**config.mk**
```make
export PLATFORM = sky130hd
export DESIGN_NAME = fifo_uart_tx
export DESIGN_NICKNAME = d
export VERILOG_FILES = /design/src/rtl/fifo_uart_tx.sv
export SDC_FILE = /design/constraint.sdc
export NUM_CORES = 1
export LEC_CHECK = 0
export CAP_MARGIN = 20
export CORE_MARGIN = 10
export CORE_UTILIZATION = 35
export CTS_CLUSTER_DIAMETER = 100
export DETAILED_ROUTE_END_ITERATION = 12
export PLACE_DENSITY_LB_ADDON = 0.1
export SKIP_CTS_REPAIR_TIMING = 1
export SYNTH_ARGS = -nofsm -noshare
export SYNTH_HDL_FRONTEND = slang
export SYNTH_SLANG_ARGS = --single-unit
```
**constraint.sdc**
```tcl
create_clock -name clk -period 5.1 [get_ports clk]
set_input_delay 1.275 -clock clk [delete_from_list [all_inputs] [get_ports clk]]
set_output_delay 1.275 -clock clk [all_outputs]
set_load 0.05 [all_outputs]
```
**src/rtl/fifo_uart_tx.sv**
```systemverilog
// Drains a first-word-fall-through byte FIFO and serialises each byte as an async UART frame.
// Define FIFO_UART_TX_PARITY_EN to insert an even-parity bit between the data bits and the stop bit(s).
module fifo_uart_tx #(
  parameter int CLKS_PER_BIT = 16,
  parameter int STOP_BITS    = 1
) (
  input  logic        clk,
  input  logic        rst_n,
  input  logic        ena,
  input  logic [7:0]  fifo_data,
  input  logic        fifo_empty,
  output logic        read_request,
  output logic        tx,
  output logic        busy,
  output logic [15:0] frames_sent
);

  localparam int                BAUD_W    = (CLKS_PER_BIT > 1) ? $clog2(CLKS_PER_BIT) : 1;
  localparam logic [BAUD_W-1:0] BAUD_LAST = BAUD_W'(CLKS_PER_BIT - 1);
  localparam logic              STOP_LAST = 1'(STOP_BITS - 1);

`ifdef FIFO_UART_TX_PARITY_EN
  typedef enum logic [2:0] {IDLE, SETTLE, POP, START, DATA, PARITY, STOP} state_t;
`else
  typedef enum logic [2:0] {IDLE, SETTLE, POP, START, DATA, STOP} state_t;
`endif

  state_t            state;
  logic [BAUD_W-1:0] baud;
  logic [2:0]        bit_idx;
  logic              stop_idx;
  logic [7:0]        shreg;
  logic              baud_done;
  logic              shift_en;
`ifdef FIFO_UART_TX_PARITY_EN
  logic              parity_bit;
`endif

  assign baud_done = (baud == BAUD_LAST);
  assign shift_en  = baud_done && ((state == START) || (state == DATA));

  // Data path: the byte is captured while read_request is out, then shifted LSB first.
  always_ff @(posedge clk) begin
    if (state == POP) begin
      shreg <= fifo_data;
    end else if (shift_en) begin
      shreg <= {1'b0, shreg[7:1]};
    end
  end

`ifdef FIFO_UART_TX_PARITY_EN
  always_ff @(posedge clk) begin
    if (state == POP) begin
      parity_bit <= ^fifo_data;
    end
  end
`endif

  always_ff @(posedge clk or negedge rst_n) begin
    if (!rst_n) begin
      state        <= IDLE;
      baud         <= '0;
      bit_idx      <= '0;
      stop_idx     <= 1'b0;
      read_request <= 1'b0;
      tx           <= 1'b1;
      busy         <= 1'b0;
      frames_sent  <= '0;
    end else begin
      case (state)
        IDLE: begin
          baud <= '0;
          if (ena && !fifo_empty) begin
            state <= SETTLE;
            busy  <= 1'b1;
          end
        end
        // The FIFO head may still be settling; re-check empty before popping.
        SETTLE: begin
          if (fifo_empty) begin
            state <= IDLE;
            busy  <= 1'b0;
          end else begin
            state        <= POP;
            read_request <= 1'b1;
          end
        end
        POP: begin
          read_request <= 1'b0;
          state        <= START;
          tx           <= 1'b0;
          baud         <= '0;
        end
        START: begin
          if (baud_done) begin
            baud    <= '0;
            bit_idx <= '0;
            tx      <= shreg[0];
            state   <= DATA;
          end else begin
            baud <= baud + 1'b1;
          end
        end
        DATA: begin
          if (baud_done) begin
            baud <= '0;
            if (bit_idx == 3'd7) begin
`ifdef FIFO_UART_TX_PARITY_EN
              state <= PARITY;
              tx    <= parity_bit;
`else
              state    <= STOP;
              tx       <= 1'b1;
              stop_idx <= 1'b0;
`endif
            end else begin
              bit_idx <= bit_idx + 1'b1;
              tx      <= shreg[0];
            end
          end else begin
            baud <= baud + 1'b1;
          end
        end
`ifdef FIFO_UART_TX_PARITY_EN
        PARITY: begin
          if (baud_done) begin
            baud     <= '0;
            state    <= STOP;
            tx       <= 1'b1;
            stop_idx <= 1'b0;
          end else begin
            baud <= baud + 1'b1;
          end
        end
`endif
        STOP: begin
          if (baud_done) begin
            baud <= '0;
            if (stop_idx == STOP_LAST) begin
              state       <= IDLE;
              busy        <= 1'b0;
              frames_sent <= frames_sent + 16'd1;
            end else begin
              stop_idx <= 1'b1;
            end
          end else begin
            baud <= baud + 1'b1;
          end
        end
        default: begin
          state        <= IDLE;
          busy         <= 1'b0;
          tx           <= 1'b1;
          read_request <= 1'b0;
        end
      endcase
    end
  end

endmodule

```
# Word-level counts from Yosys, hierarchy flattened
# Cells that the tools add are included.
dict set report word_totals {
  ff_bits 38
  in_bits 12
  out_inout_bits 19
}
dict set report op_classes {
  add_sub_neg 3
  eq_ne 16
  n_mux 32
  bitwise_logic 4
  reduce_logical 21
}
# cell count
set ops {}
lappend ops {{3-bit two-way mux} 9}
lappend ops {{3-bit one-hot mux with 6 select lines} 1}
lappend ops {{16-bit by 1-bit adder with 16-bit output, second input constant} 1}
lappend ops {{8-bit two-way mux} 2}
lappend ops {{2-bit inequality test, second input constant} 8}
lappend ops {{1-bit two-way mux} 12}
lappend ops {{3-bit equality test, second input constant} 3}
lappend ops {{3-bit OR reduction} 3}
lappend ops {{1-bit one-hot mux with 4 select lines} 2}
lappend ops {{4-bit one-hot mux with 2 select lines} 1}
lappend ops {{4-bit AND reduction} 2}
lappend ops {{2-bit nonzero test} 4}
lappend ops {{3-bit by 2-bit equality test with 1-bit output, second input constant} 2}
lappend ops {{3-bit one-hot mux with 2 select lines} 1}
lappend ops {{3-bit AND reduction} 2}
lappend ops {{6-bit AND reduction} 1}
lappend ops {{5-bit AND reduction} 1}
lappend ops {{4-bit by 1-bit adder with 4-bit output, second input constant} 1}
lappend ops {{4-bit equality test, second input constant} 1}
lappend ops {{4-bit two-way mux} 1}
lappend ops {{1-bit NOT} 4}
lappend ops {{1-bit one-hot mux with 2 select lines} 2}
lappend ops {{4-bit OR reduction} 1}
lappend ops {{3-bit by 1-bit adder with 3-bit output, second input constant} 1}
lappend ops {{9 further kinds} 10}

# Longest topological paths before layout
# Gate-level depths: netlist of the first run.
dict set report logic_depth {
  ltp_word 5
  ltp_mapped 6
  depth_no_buf 5
}

# Least setup slack after synthesis of the first run
# Ideal clock, no wire load.
dict set report synth_timing {
  kind {reg-to-output}
  startpoint {reg frames_sent[6]}
  endpoint {out frames_sent[6]}
  arrival_ns 0.679
  slack_ns 3.146
  stages_incl_launch_ff 1
  path_cell_list {dfrtp_1}
}
# element line
set synth_lines {}
lappend synth_lines {{start: declaration} 15} ;# output logic [15:0] frames_sent
lappend synth_lines {{start signal: assignment} 142} ;# frames_sent <= frames_sent + 16'd1;
# No word-level cell between the ends.

# Worst setup path in the final report of the first run
dict set report layout_timing {
  startpoint {reg tx}
  endpoint {out tx}
}
# element line
set layout_lines {}
lappend layout_lines {{start: declaration} 13} ;# output logic tx,
lappend layout_lines {{start signal: assignment} 98} ;# tx <= shreg[0];
lappend layout_lines {{start signal: assignment} 118} ;# tx <= shreg[0];
# No word-level cell between the ends.

==> reports/results.md, run 1 <==
| Step | Metric | This run |
|:---|:---|:---|
| routing | Aggregate routed wire length | 3804 um |
| die | Die ar. | 8746 um^2 |
| timing | Setup repair after global routing missed its margin | no |
| yosys | Fraction of the yosys area taken by sequential cells | 51.12% |
| critical path | Slowest library cell on the worst path | sky130_fd_sc_hd__clkdlybuf4s50_1 |
| place | Input/output buffers | 30 |
| timing | Highest achievable clock rate | 0.3470 GHz |
| clock tree | TritonCTS clock tree | built |
| timing | Worst-case clock skew | 4.968 ps |
| die | Core region area | 5172 um^2 |
| critical path | CP cell instances | clkdlybuf4s50_1 |
| critical path | Data required time of the critical path | 3830 ps |
| timing | Final Critical Period | 2882 ps |
| critical path | Highest cell delay on the worst timing path | 800 ps |
| clock tree | Maximum root-to-sink buffer count | 2 |
| final layout | Final net count | 220 |
| yosys | Post-synth design cell area | 1892 um^2 |
| global routing | Number of global-route vias before repair | 1388 |
| final layout | Synth-to-Final Area Change | 23.35% |
| min path | Launch instance of the worst min-delay path | frames_sent[15] |
| timing | Total count of hold-check failures in the final report | 0 |
| critical path | Worst Reg-to-Reg Cells | 3 |
| critical path | CP Buf/Inv Count | 1 |
| timing | Slew Viols, Final | 0 |
| final layout | FILL cells | 490 |
| routing | Count of antenna-violating nets left after detailed routing | 0 |
| critical path | Crit path DAT | 1610 ps |
| yosys | Predominant post-synthesis flop cell | sky130_fd_sc_hd__dfrtp_1 |
| die | Vert. Die Dim | 93.52 um |
| timing | Setup-failing EPs final | 0 |
| yosys | Number of enable-type register cells in the synthesized netlist | 8 |
| critical path | CP Class | flip-flop to output port |
| final layout | Ant diodes | 0 |
| clock tree | Num CTS Buffers | 5 |
| timing | Actual transition at the worst max-transition pin | 681.1 ps |
| routing | DRC Markers | 0 |
| yosys | Syn nets | 188 |
| timing | Post-route worst hold slack | 471.8 ps |
| routing | Drt first pass iters | 4 |
| yosys | Dominant cells by area after synthesis | sky130_fd_sc_hd__dfrtp_1 37%, sky130_fd_sc_hd__edfxtp_1 13%, sky130_fd_sc_hd__mux2_2 5.4%, sky130_fd_sc_hd__xnor2_1 3.7%, sky130_fd_sc_hd__xor2_1 3.2% |
| yosys | Yosys reg bits | 37 |
| global routing | Antenna violations before repair | 0 |
| yosys | Number of distinct library cells after synthesis | 40 |
| clock tree | Total number of H-tree levels | 2 |
| power and ir drop | LEAKAGE | 1.023 nW |
| clock tree | # clock sinks | 37 |
| critical path | R2r setup slk | 3070 ps |
| critical path | Critical path's top delay family | buffers and inverters |
| yosys | Cell count after synthesis | 172 |
| global routing | Pin count of the biggest net entering global routing | 22 |
| power and ir drop | Max VDD drop | 0.1925 mV |
| clock tree | Clock root buffer | sky130_fd_sc_hd__clkbuf_8 |
| critical path | Startpoint of the most critical register-to-register path | state[1] |
| outcome | Run status | finished clean |
| min path | End point of the most critical hold path | frames_sent[15] |
| clock tree | Clock insertion delay at the later pin of the skew report | 280 ps |
| global routing | Gr ovfl total | 0 |
| yosys | Post-synthesis average cell area | 11.00 um^2 |
| die | Row count | 26 |
| routing | Total number of vias | 1360 |
| critical path | Largest driver fanout on the critical path | 2 |
| routing | WL per Instance | 13.83 um |
| routing | Number of violations reported at the end of detailed-routing iteration 0 | 30 |
| yosys | Async set or reset register ratio after synthesis | 78.38% |
| min path | Class of the tightest hold or removal check | flip-flop to flip-flop |
| final layout | Share of cells above drive strength 1 | 9.756% |
| yosys | Dominant cell type by area after synthesis | sky130_fd_sc_hd__dfrtp_1 |
| place | HPWL after detailed placement | 2834 um |
| timing | Sum Neg Setup Slack | 0 ps |
| critical path | Crit path capture type | output port |
| final layout | Commonest cells after routing, fill and taps aside | 30 x sky130_fd_sc_hd__clkdlybuf4s50_1, 28 x sky130_fd_sc_hd__dfrtp_1, 12 x sky130_fd_sc_hd__a21oi_1, 12 x sky130_fd_sc_hd__nor2_1, 10 x sky130_fd_sc_hd__nand2_1 |
| yosys | Fraction of synthesized cell area taken by the top area cell type | 37.04% |
| global routing | Tot GR Track Use | 9.426% |
| global routing | Global-route wire length before repair | 6610 um |
| critical path | Sort of element at the start of the critical path | flip-flop |
| die | Boundary pin count | 31 |
| timing | Period utilization | 56.51% |
| critical path | Worst R2R End | shreg[0] |
| place | Final Wtd Congestion | 0.7761 |
| power and ir drop | P per Cell Area | 372.9 nW/um^2 |
| die | Initial core utilization | 36.57% |
| clock tree | Clock Pin Slew Worst Setup and Hold Paths | 70 ps |
| die | Width of the chip | 93.52 um |
| routing | Via density | 4.945 |
| final layout | Most common cell after layout, fill and taps aside | sky130_fd_sc_hd__clkdlybuf4s50_1 |
| timing | Worst slew margin relative to its limit | 54.59% |
| flow run | Max-cap viol count | 0 |
| yosys | Yosys warns | 0 |
| min path | WHS Path Cells | 1 |
## layout make-up
class                           count  area, um^2  share of cell area, %
Sequential cell                    37       967.2                  41.45
Multi-Input combinational cell    120       857.1                  36.73
Timing Repair Buffer               31       307.8                  13.19
Tap cell                           70       87.58                  3.753
Clock buffer                        8       80.08                  3.432
Inverter                            9       33.78                  1.448
## how the worst max path moves through the flow
stage / from / endpoint / slack (ps) / cells after the start
floorplan: frames_sent[6] / frames_sent[6] / 3150 / 0
global placement: tx / tx / 2520 / 1
detailed placement: tx / tx / 2510 / 1
CTS: tx / tx / 2200 / 1
global route: tx / tx / 2180 / 1
finish: tx / tx / 2220 / 1
## power breakdown
group	internal, W	switching [W]	total [W]
Combinational	0.000120	0.000128	0.000248
Clock	0.0000971	0.0000951	0.000192
Sequential	0.000369	0.0000612	0.000430
## registers in the layout (all words and copies together) (netlist names)
| register | count |
|---|---|
| frames_sent | 16 |
| busy | 1 |
| bit_idx | 3 |
| baud | 4 |
| tx | 1 |
| state | 3 |
| shreg | 8 |
| read_request | 1 |
## metal layers
layer	global-route usage, %	share of wire [%]	wire length (um)	vias up
li1	-	-	-	674
met1	10.88	44	1681	663
met2	15.66	49	1851	21
met3	3.357	6.5	247	2
met4	3.470	0.60	23	0
met5	0	0	0	-
## cells in the mapped netlist, types with 5 or more instances
cell type / number
sky130_fd_sc_hd__dfrtp_1: 28
sky130_fd_sc_hd__a21oi_1: 12
sky130_fd_sc_hd__nor2_1: 12
sky130_fd_sc_hd__nand2_1: 10
sky130_fd_sc_hd__inv_1: 9
sky130_fd_sc_hd__mux2_2: 9
sky130_fd_sc_hd__edfxtp_1: 8
sky130_fd_sc_hd__nand3_1: 8
sky130_fd_sc_hd__xnor2_1: 8
sky130_fd_sc_hd__xor2_1: 7
sky130_fd_sc_hd__mux2i_1: 6
sky130_fd_sc_hd__o21ai_0: 5
## logic make-up after synthesis
family          after synthesis  share of synthesized area (%)
compound gates               29                          9.392
buf+inv                      15                          3.571
mux                          15                          8.532
simple gates                 57                          17.79
flops                        37                          51.12
xor+xnor                     15                          6.945
fa+ha+maj                     4                          2.646
## through the flow
stage / cells / worst slack (ps) / instance area, um^2 / total power [W] / util, %
final: 275 / 2218 / 2333 / 0.0008702 / 45.11
after global routing: 275 / 2181 / 2333 / 0.0009396 / 45.11
after CTS: 275 / 2195 / 2333 / 0.0008866 / 45.11
after global placement: 267 / 2515 / 2253 / 0.0006792 / 43.57
after detailed placement: 267 / 2511 / 2253 / 0.0006870 / 43.57
after floorplan: 172 / 3146 / 1892 / 0.0006218 / -
No activity file was read; power rests on OpenSTA's default activity.
==> inputs of run 2 (changes only) <==
==> constraint.sdc (replaced) <==
create_clock -name clk -period 2.45 [get_ports clk]
set_input_delay 0.6125 -clock clk [delete_from_list [all_inputs] [get_ports clk]]
set_output_delay 0.6125 -clock clk [all_outputs]
set_load 0.05 [all_outputs]
==> reports/results.md, run 2 (synthesized netlist as in run 1, its figures left out) <==
| Step | Metric | This run | Change |
|:---|:---|:---|:---|
| global routing | Tot GR Track Use | 9.145% | was 9.426% |
| timing | Actual transition at the worst max-transition pin | 507.8 ps | was 681.1 ps |
| clock tree | Clock Pin Slew Worst Setup and Hold Paths | 70 ps | about the same |
| final layout | Final net count | 221 | was 220 |
| clock tree | Total number of H-tree levels | 2 | unchanged |
| critical path | Crit path capture type | output port | unchanged |
| routing | Count of antenna-violating nets left after detailed routing | 0 | unchanged |
| timing | Highest achievable clock rate | 0.4506 GHz |  |
| critical path | Crit path DAT | 1610 ps | about the same |
| global routing | Antenna violations before repair | 0 | unchanged |
| timing | Period utilization | 90.58% |  |
| final layout | Fin cells | 276 | was 275 |
| final layout | Most common cell after layout, fill and taps aside | sky130_fd_sc_hd__clkdlybuf4s50_1 | unchanged |
| critical path | Number of cells on the critical path | 1 | unchanged |
| clock tree | Clock root buffer | sky130_fd_sc_hd__clkbuf_8 | unchanged |
| final layout | Share of cells above drive strength 1 | 10.68% | was 9.756% |
| global routing | Number of global-route vias before repair | 1369 | was 1388 |
| critical path | Critical path's top delay family | buffers and inverters | unchanged |
| routing | DRC Markers | 0 | unchanged |
| timing | Final Critical Period | 2219 ps |  |
| die | Boundary pin count | 31 | unchanged |
| timing | Post-route worst hold slack | 477.5 ps | was 471.8 ps |
| timing | Worst slew margin relative to its limit | 66.04% | was 54.59% |
| final layout | Flip-flop count of the largest register after layout | 16 | unchanged |
| power and ir drop | Max VDD drop | 0.2787 mV | was 0.1925 mV |
| die | Vert. Die Dim | 93.52 um | unchanged |
| outcome | Run status | finished clean | unchanged |
| timing | Sum Neg Setup Slack | 0 ps | unchanged |
| clock tree | TritonCTS clock tree | built | unchanged |
| flow run | Max-cap viol count | 0 | unchanged |
| clock tree | Num CTS Buffers | 5 | unchanged |
| routing | Number of violations reported at the end of detailed-routing iteration 0 | 68 | was 30 |
| die | Die ar. | 8746 um^2 | unchanged |
| min path | WHS Path Cells | 1 | unchanged |
| power and ir drop | P per Cell Area | 776.1 nW/um^2 | was 372.9 nW/um^2 |
| critical path | Largest driver fanout on the critical path | 2 | unchanged |
| critical path | CP Class | flip-flop to output port | unchanged |
| timing | Slew Viols, Final | 0 | unchanged |
| die | Width of the chip | 93.52 um | unchanged |
| critical path | CP cell instances | clkdlybuf4s50_1 | unchanged |
| routing | WL per Instance | 13.77 um | was 13.83 um |
| critical path | Slowest library cell on the worst path | sky130_fd_sc_hd__clkdlybuf4s50_1 | unchanged |
| timing | Setup-failing EPs final | 0 | unchanged |
| clock tree | Clock insertion delay at the later pin of the skew report | 280 ps | about the same |
| place | Dpl cells | 268 | was 267 |
| critical path | Worst Reg-to-Reg Cells | 4 | was 3 |
| final layout | Commonest cells after routing, fill and taps aside | 30 x sky130_fd_sc_hd__clkdlybuf4s50_1, 28 x sky130_fd_sc_hd__dfrtp_1, 12 x sky130_fd_sc_hd__a21oi_1, 12 x sky130_fd_sc_hd__nor2_1, 10 x sky130_fd_sc_hd__nand2_1 | unchanged |
| final layout | Ant diodes | 0 | unchanged |
| routing | Aggregate routed wire length | 3800 um | was 3804 um |
| place | Input/output buffers | 30 | unchanged |
| die | Row count | 26 | unchanged |
| die | Initial core utilization | 36.57% | unchanged |
| timing | Worst-case clock skew | 5.773 ps | was 4.968 ps |
| final layout | Synth-to-Final Area Change | 23.81% | was 23.35% |
| global routing | Pin count of the biggest net entering global routing | 30 | was 22 |
| global routing | Gr ovfl total | 0 | unchanged |
| timing | Fin worst setup slack | 230.7 ps | was 2218 ps |
| timing | Setup repair after global routing missed its margin | no | unchanged |
| die | Core region area | 5172 um^2 | unchanged |
| critical path | CP Buf/Inv Count | 1 | unchanged |
| routing | Total number of vias | 1360 | unchanged |
| clock tree | Maximum root-to-sink buffer count | 2 | unchanged |
| final layout | Register with the most flip-flops | frames_sent | unchanged |
| critical path | Data required time of the critical path | 1840 ps | was 3830 ps |
| clock tree | # clock sinks | 37 | unchanged |
| place | Final Wtd Congestion | 0.8356 | was 0.7761 |
| global routing | Global-route wire length before repair | 6479 um | was 6610 um |
| critical path | Highest cell delay on the worst timing path | 800 ps | about the same |
| min path | Class of the tightest hold or removal check | flip-flop to flip-flop | unchanged |
| routing | Via density | 4.928 | was 4.945 |
| final layout | FILL cells | 484 | was 490 |
| place | Pre-CTS setup slack | 528.4 ps | was 2511 ps |
| power and ir drop | LEAKAGE | 1.030 nW | was 1.023 nW |
| power and ir drop | Total power draw | 0.001818 W | was 0.0008702 W |
| critical path | Sort of element at the start of the critical path | flip-flop | unchanged |
| final layout | Registers with the most flip-flops | frames_sent: 16 flops, shreg: 8 flops, baud: 4 flops | unchanged |
| routing | Drt first pass iters | 4 | unchanged |
| timing | Total count of hold-check failures in the final report | 0 | unchanged |
| place | HPWL after detailed placement | 2786 um | was 2834 um |
==> run 2: changes by cell type in the layout (fill, tap and decap cells not counted) <==
cell                       change
sky130_fd_sc_hd__buf_4         +1
sky130_fd_sc_hd__clkinv_2      +1
sky130_fd_sc_hd__clkbuf_1      -1
==> run 2: per-stage QoR <==
| stage | utilization [%] | area (um^2) |
|---|---|---|
| 6_report | 45.28 | 2342 |
| 5_1_grt | 45.28 | 2342 |
| 4_1_cts | 45.28 | 2342 |
| 3_5_place_dp | 43.71 | 2261 |
| 3_3_place_gp | 43.71 | 2261 |
| 2_1_floorplan | - | 1892 |
==> run 2: layout make-up <==
class	count	area (um^2)	area share, %
Sequential cell	37	967.2	41.29
Inverter	9	33.78	1.442
Clock buffer	7	76.32	3.259
Timing Repair Buffer	32	315.3	13.46
Tap cell	70	87.58	3.739
Multi-Input combinational cell	120	857.1	36.59
Clock inverter	1	5.005	0.2137
==> run 2: path summary, 6_finish.rpt <==
| kind | from | endpoint | slack (ps) |
|---|---|---|---|
| min in group asynchronous | rst_n | frames_sent[4] | 720 |
| hold reg to reg | frames_sent[15] | frames_sent[15] | 480 |
| setup reg to reg | baud[0] | shreg[3] | 580 |
| hold / removal | frames_sent[15] | frames_sent[15] | 480 |
| max in group asynchronous | rst_n | tx | 1400 |
| setup / recovery | tx | tx | 230 |
==> run 2: report_power, final <==
part,internal (W),total (W),leakage [nW],switching [W]
Sequential,0.000767,0.000879,0.459,0.000112
Clock,0.000200,0.000405,0.0422,0.000206
Combinational,0.000255,0.000533,0.528,0.000279
Total,0.00122,0.00182,1.03,0.000596
==> run 2: metal layers <==
metal	track usage, %	share of wire (%)
met1	10.41	44
met2	15.02	48
met3	3.917	7.3
met4	3.085	0.61
met5	0	0
==> inputs of run 3 (changes only) <==
--- a/config.mk
+++ b/config.mk
@@ -7,10 +7,11 @@
 export LEC_CHECK = 0
 export CAP_MARGIN = 20
 export CORE_MARGIN = 10
-export CORE_UTILIZATION = 35
+export CORE_UTILIZATION = 40
 export CTS_CLUSTER_DIAMETER = 100
 export DETAILED_ROUTE_END_ITERATION = 12
-export PLACE_DENSITY_LB_ADDON = 0.1
+export PLACE_DENSITY = 0.7
+export SETUP_SLACK_MARGIN = 0.3
 export SKIP_CTS_REPAIR_TIMING = 1
 export SYNTH_ARGS = -nofsm -noshare
 export SYNTH_HDL_FRONTEND = slang
==> reports/results.md, run 3 (synthesized netlist as in run 1, its figures left out) <==
| Step | Metric | This run | Change |
|:---|:---|:---|:---|
| power and ir drop | P per Cell Area | 778.8 nW/um^2 | was 776.1 nW/um^2 |
| global routing | Global-route wire length before repair | 6106 um | was 6479 um |
| routing | Number of violations reported at the end of detailed-routing iteration 0 | 67 | was 68 |
| die | Width of the chip | 88.77 um | was 93.52 um |
| global routing | Gr ovfl total | 0 | unchanged |
| timing | Highest achievable clock rate | 0.4792 GHz | was 0.4506 GHz |
| timing | Setup repair after global routing missed its margin | no | unchanged |
| critical path | Crit path capture type | output port | unchanged |
| place | Pre-CTS setup slack | 534.5 ps | was 528.4 ps |
| final layout | Flip-flop count of the largest register after layout | 16 | unchanged |
| critical path | CP Buf/Inv Count | 1 | unchanged |
| power and ir drop | LEAKAGE | 1.292 nW | was 1.030 nW |
| flow run | Max-cap viol count | 0 | unchanged |
| routing | DRC Markers | 0 | unchanged |
| routing | Drt first pass iters | 4 | unchanged |
| clock tree | TritonCTS clock tree | built | unchanged |
| die | Die ar. | 7880 um^2 | was 8746 um^2 |
| timing | Slew Viols, Final | 0 | unchanged |
| die | Boundary pin count | 31 | unchanged |
| global routing | Number of global-route vias before repair | 1361 | was 1369 |
| die | Initial core utilization | 42.28% | was 36.57% |
| routing | Count of antenna-violating nets left after detailed routing | 0 | unchanged |
| place | Final Wtd Congestion | 0.7578 | was 0.8356 |
| clock tree | Num CTS Buffers | 5 | unchanged |
| min path | Class of the tightest hold or removal check | flip-flop to flip-flop | unchanged |
| global routing | Tot GR Track Use | 9.682% | was 9.145% |
| power and ir drop | Max VDD drop | 0.5195 mV | was 0.2787 mV |
| global routing | Antenna violations before repair | 0 | unchanged |
| clock tree | Maximum root-to-sink buffer count | 2 | unchanged |
| critical path | Critical path's top delay family | buffers and inverters | unchanged |
| routing | Via density | 5.255 | was 4.928 |
| place | Input/output buffers | 30 | unchanged |
| timing | Final Critical Period | 2087 ps | was 2219 ps |
| timing | Period utilization | 85.18% | was 90.58% |
| critical path | CP Class | flip-flop to output port | unchanged |
| final layout | Most common cell after layout, fill and taps aside | sky130_fd_sc_hd__dfrtp_1 | was sky130_fd_sc_hd__clkdlybuf4s50_1 |
| final layout | Synth-to-Final Area Change | 25.33% | was 23.81% |
| critical path | Largest driver fanout on the critical path | 4 | was 2 |
| clock tree | Total number of H-tree levels | 2 | unchanged |
| final layout | Share of cells above drive strength 1 | 11.11% | was 10.68% |
| timing | Worst-case clock skew | 2.845 ps | was 5.773 ps |
| timing | Setup-failing EPs final | 0 | unchanged |
| final layout | Final net count | 222 | was 221 |
| global routing | Pin count of the biggest net entering global routing | 30 | unchanged |
| critical path | Sort of element at the start of the critical path | flip-flop | unchanged |
| timing | Sum Neg Setup Slack | 0 ps | unchanged |
| final layout | Register with the most flip-flops | frames_sent | unchanged |
| critical path | CP cell instances | clkdlybuf4s50_1 | unchanged |
| final layout | Ant diodes | 0 | unchanged |
| timing | Fin worst setup slack | 363.2 ps | was 230.7 ps |
| timing | Total count of hold-check failures in the final report | 0 | unchanged |
| routing | Aggregate routed wire length | 3720 um | was 3800 um |
| clock tree | Clock root buffer | sky130_fd_sc_hd__clkbuf_8 | unchanged |
| routing | WL per Instance | 14.36 um | was 13.77 um |
| die | Core region area | 4474 um^2 | was 5172 um^2 |
| critical path | Slowest library cell on the worst path | sky130_fd_sc_hd__clkdlybuf4s50_1 | unchanged |
| clock tree | Clock insertion delay at the later pin of the skew report | 280 ps | about the same |
| timing | Worst slew margin relative to its limit | 65.39% | was 66.04% |
| die | Row count | 24 | was 26 |
| clock tree | # clock sinks | 37 | unchanged |
| final layout | Registers with the most flip-flops | frames_sent: 16 flops, shreg: 8 flops, baud: 4 flops | unchanged |
| place | HPWL after detailed placement | 2680 um | was 2786 um |
| critical path | Highest cell delay on the worst timing path | 820 ps | was 800 ps |
| outcome | Run status | finished clean | unchanged |
| routing | Total number of vias | 1361 | was 1360 |
| final layout | Commonest cells after routing, fill and taps aside | 28 x sky130_fd_sc_hd__dfrtp_1, 16 x sky130_fd_sc_hd__clkdlybuf4s50_1, 14 x sky130_fd_sc_hd__dlymetal6s2s_1 | was 30 x sky130_fd_sc_hd__clkdlybuf4s50_1, 28 x sky130_fd_sc_hd__dfrtp_1, 12 x sky130_fd_sc_hd__a21oi_1, 12 x sky130_fd_sc_hd__nor2_1, 10 x sky130_fd_sc_hd__nand2_1 |
| critical path | Crit path DAT | 1470 ps | was 1610 ps |
| die | Vert. Die Dim | 88.77 um | was 93.52 um |
| clock tree | Clock Pin Slew Worst Setup and Hold Paths | 70 ps | about the same |
| timing | Actual transition at the worst max-transition pin | 518.3 ps | was 507.8 ps |
| critical path | Data required time of the critical path | 1840 ps | about the same |
[run 3: cell types whose count changed in the layout (fill, tap and decap cells not counted), sizes merged]
cell | previous run | this run
buf | 2 | 3
clkinv | 1 | 0
clkdlybuf4s50 | 30 | 16
clkbuf | 7 | 8
dlymetal6s2s | 0 | 14
[run 3: routing by layer]
| metal | track usage, % | part of all wire [%] | vias up | wire length [um] |
|---|---|---|---|---|
| met2 | 16.22 | 46 | 37 | 1699 |
| met3 | 3.860 | 5.6 | 5 | 210 |
| li1 | - | - | 681 | - |
| met5 | 0 | 0 | - | 0 |
| met4 | 3.084 | 1.1 | 0 | 41 |
| met1 | 11.04 | 48 | 638 | 1768 |
[run 3: path summary, 6_finish.rpt]
| kind | startpoint | to | slack, ps | cells after the start |
|---|---|---|---|---|
| setup / recovery | frames_sent[1] | frames_sent[1] | 360 | 1 |
| hold / removal | frames_sent[15] | frames_sent[15] | 470 | 1 |
| setup reg to reg | baud[0] | shreg[7] | 580 | 4 |
| hold reg to reg | frames_sent[15] | frames_sent[15] | 470 | 1 |
| max in group asynchronous | rst_n | tx | 1420 | 2 |
| min in group asynchronous | rst_n | frames_sent[3] | 710 | 2 |
[run 3: final cells by class]
class	instances	area, um^2
Clock buffer	8	90.09
Fill cell	390	2103
Inverter	9	33.78
Tap cell	52	65.06
Timing Repair Buffer	33	357.8
Sequential cell	37	967.2
Multi-Input combinational cell	120	857.1
[run 3: where the power goes]
group	total, W	switching, W	internal [W]	leakage, nW
registers	0.000887	0.000120	0.000768	0.459
logic	0.000531	0.000275	0.000255	0.787
clock network	0.000429	0.000199	0.000229	0.0455
total	0.00185	0.000594	0.00125	1.29
[run 3: through the flow]
step	hold WS, ps	util (%)	cell area (um^2)	total power [W]	std cells
2_1_floorplan	316.9	-	1892	0.001294	172
4_1_cts	477.7	52.21	2336	0.001876	259
3_5_place_dp	464.1	50.20	2246	0.001434	251
5_1_grt	506.0	52.99	2371	0.001970	259
6_report	470.5	52.99	2371	0.001847	259
3_3_place_gp	454.5	50.20	2246	0.001419	251
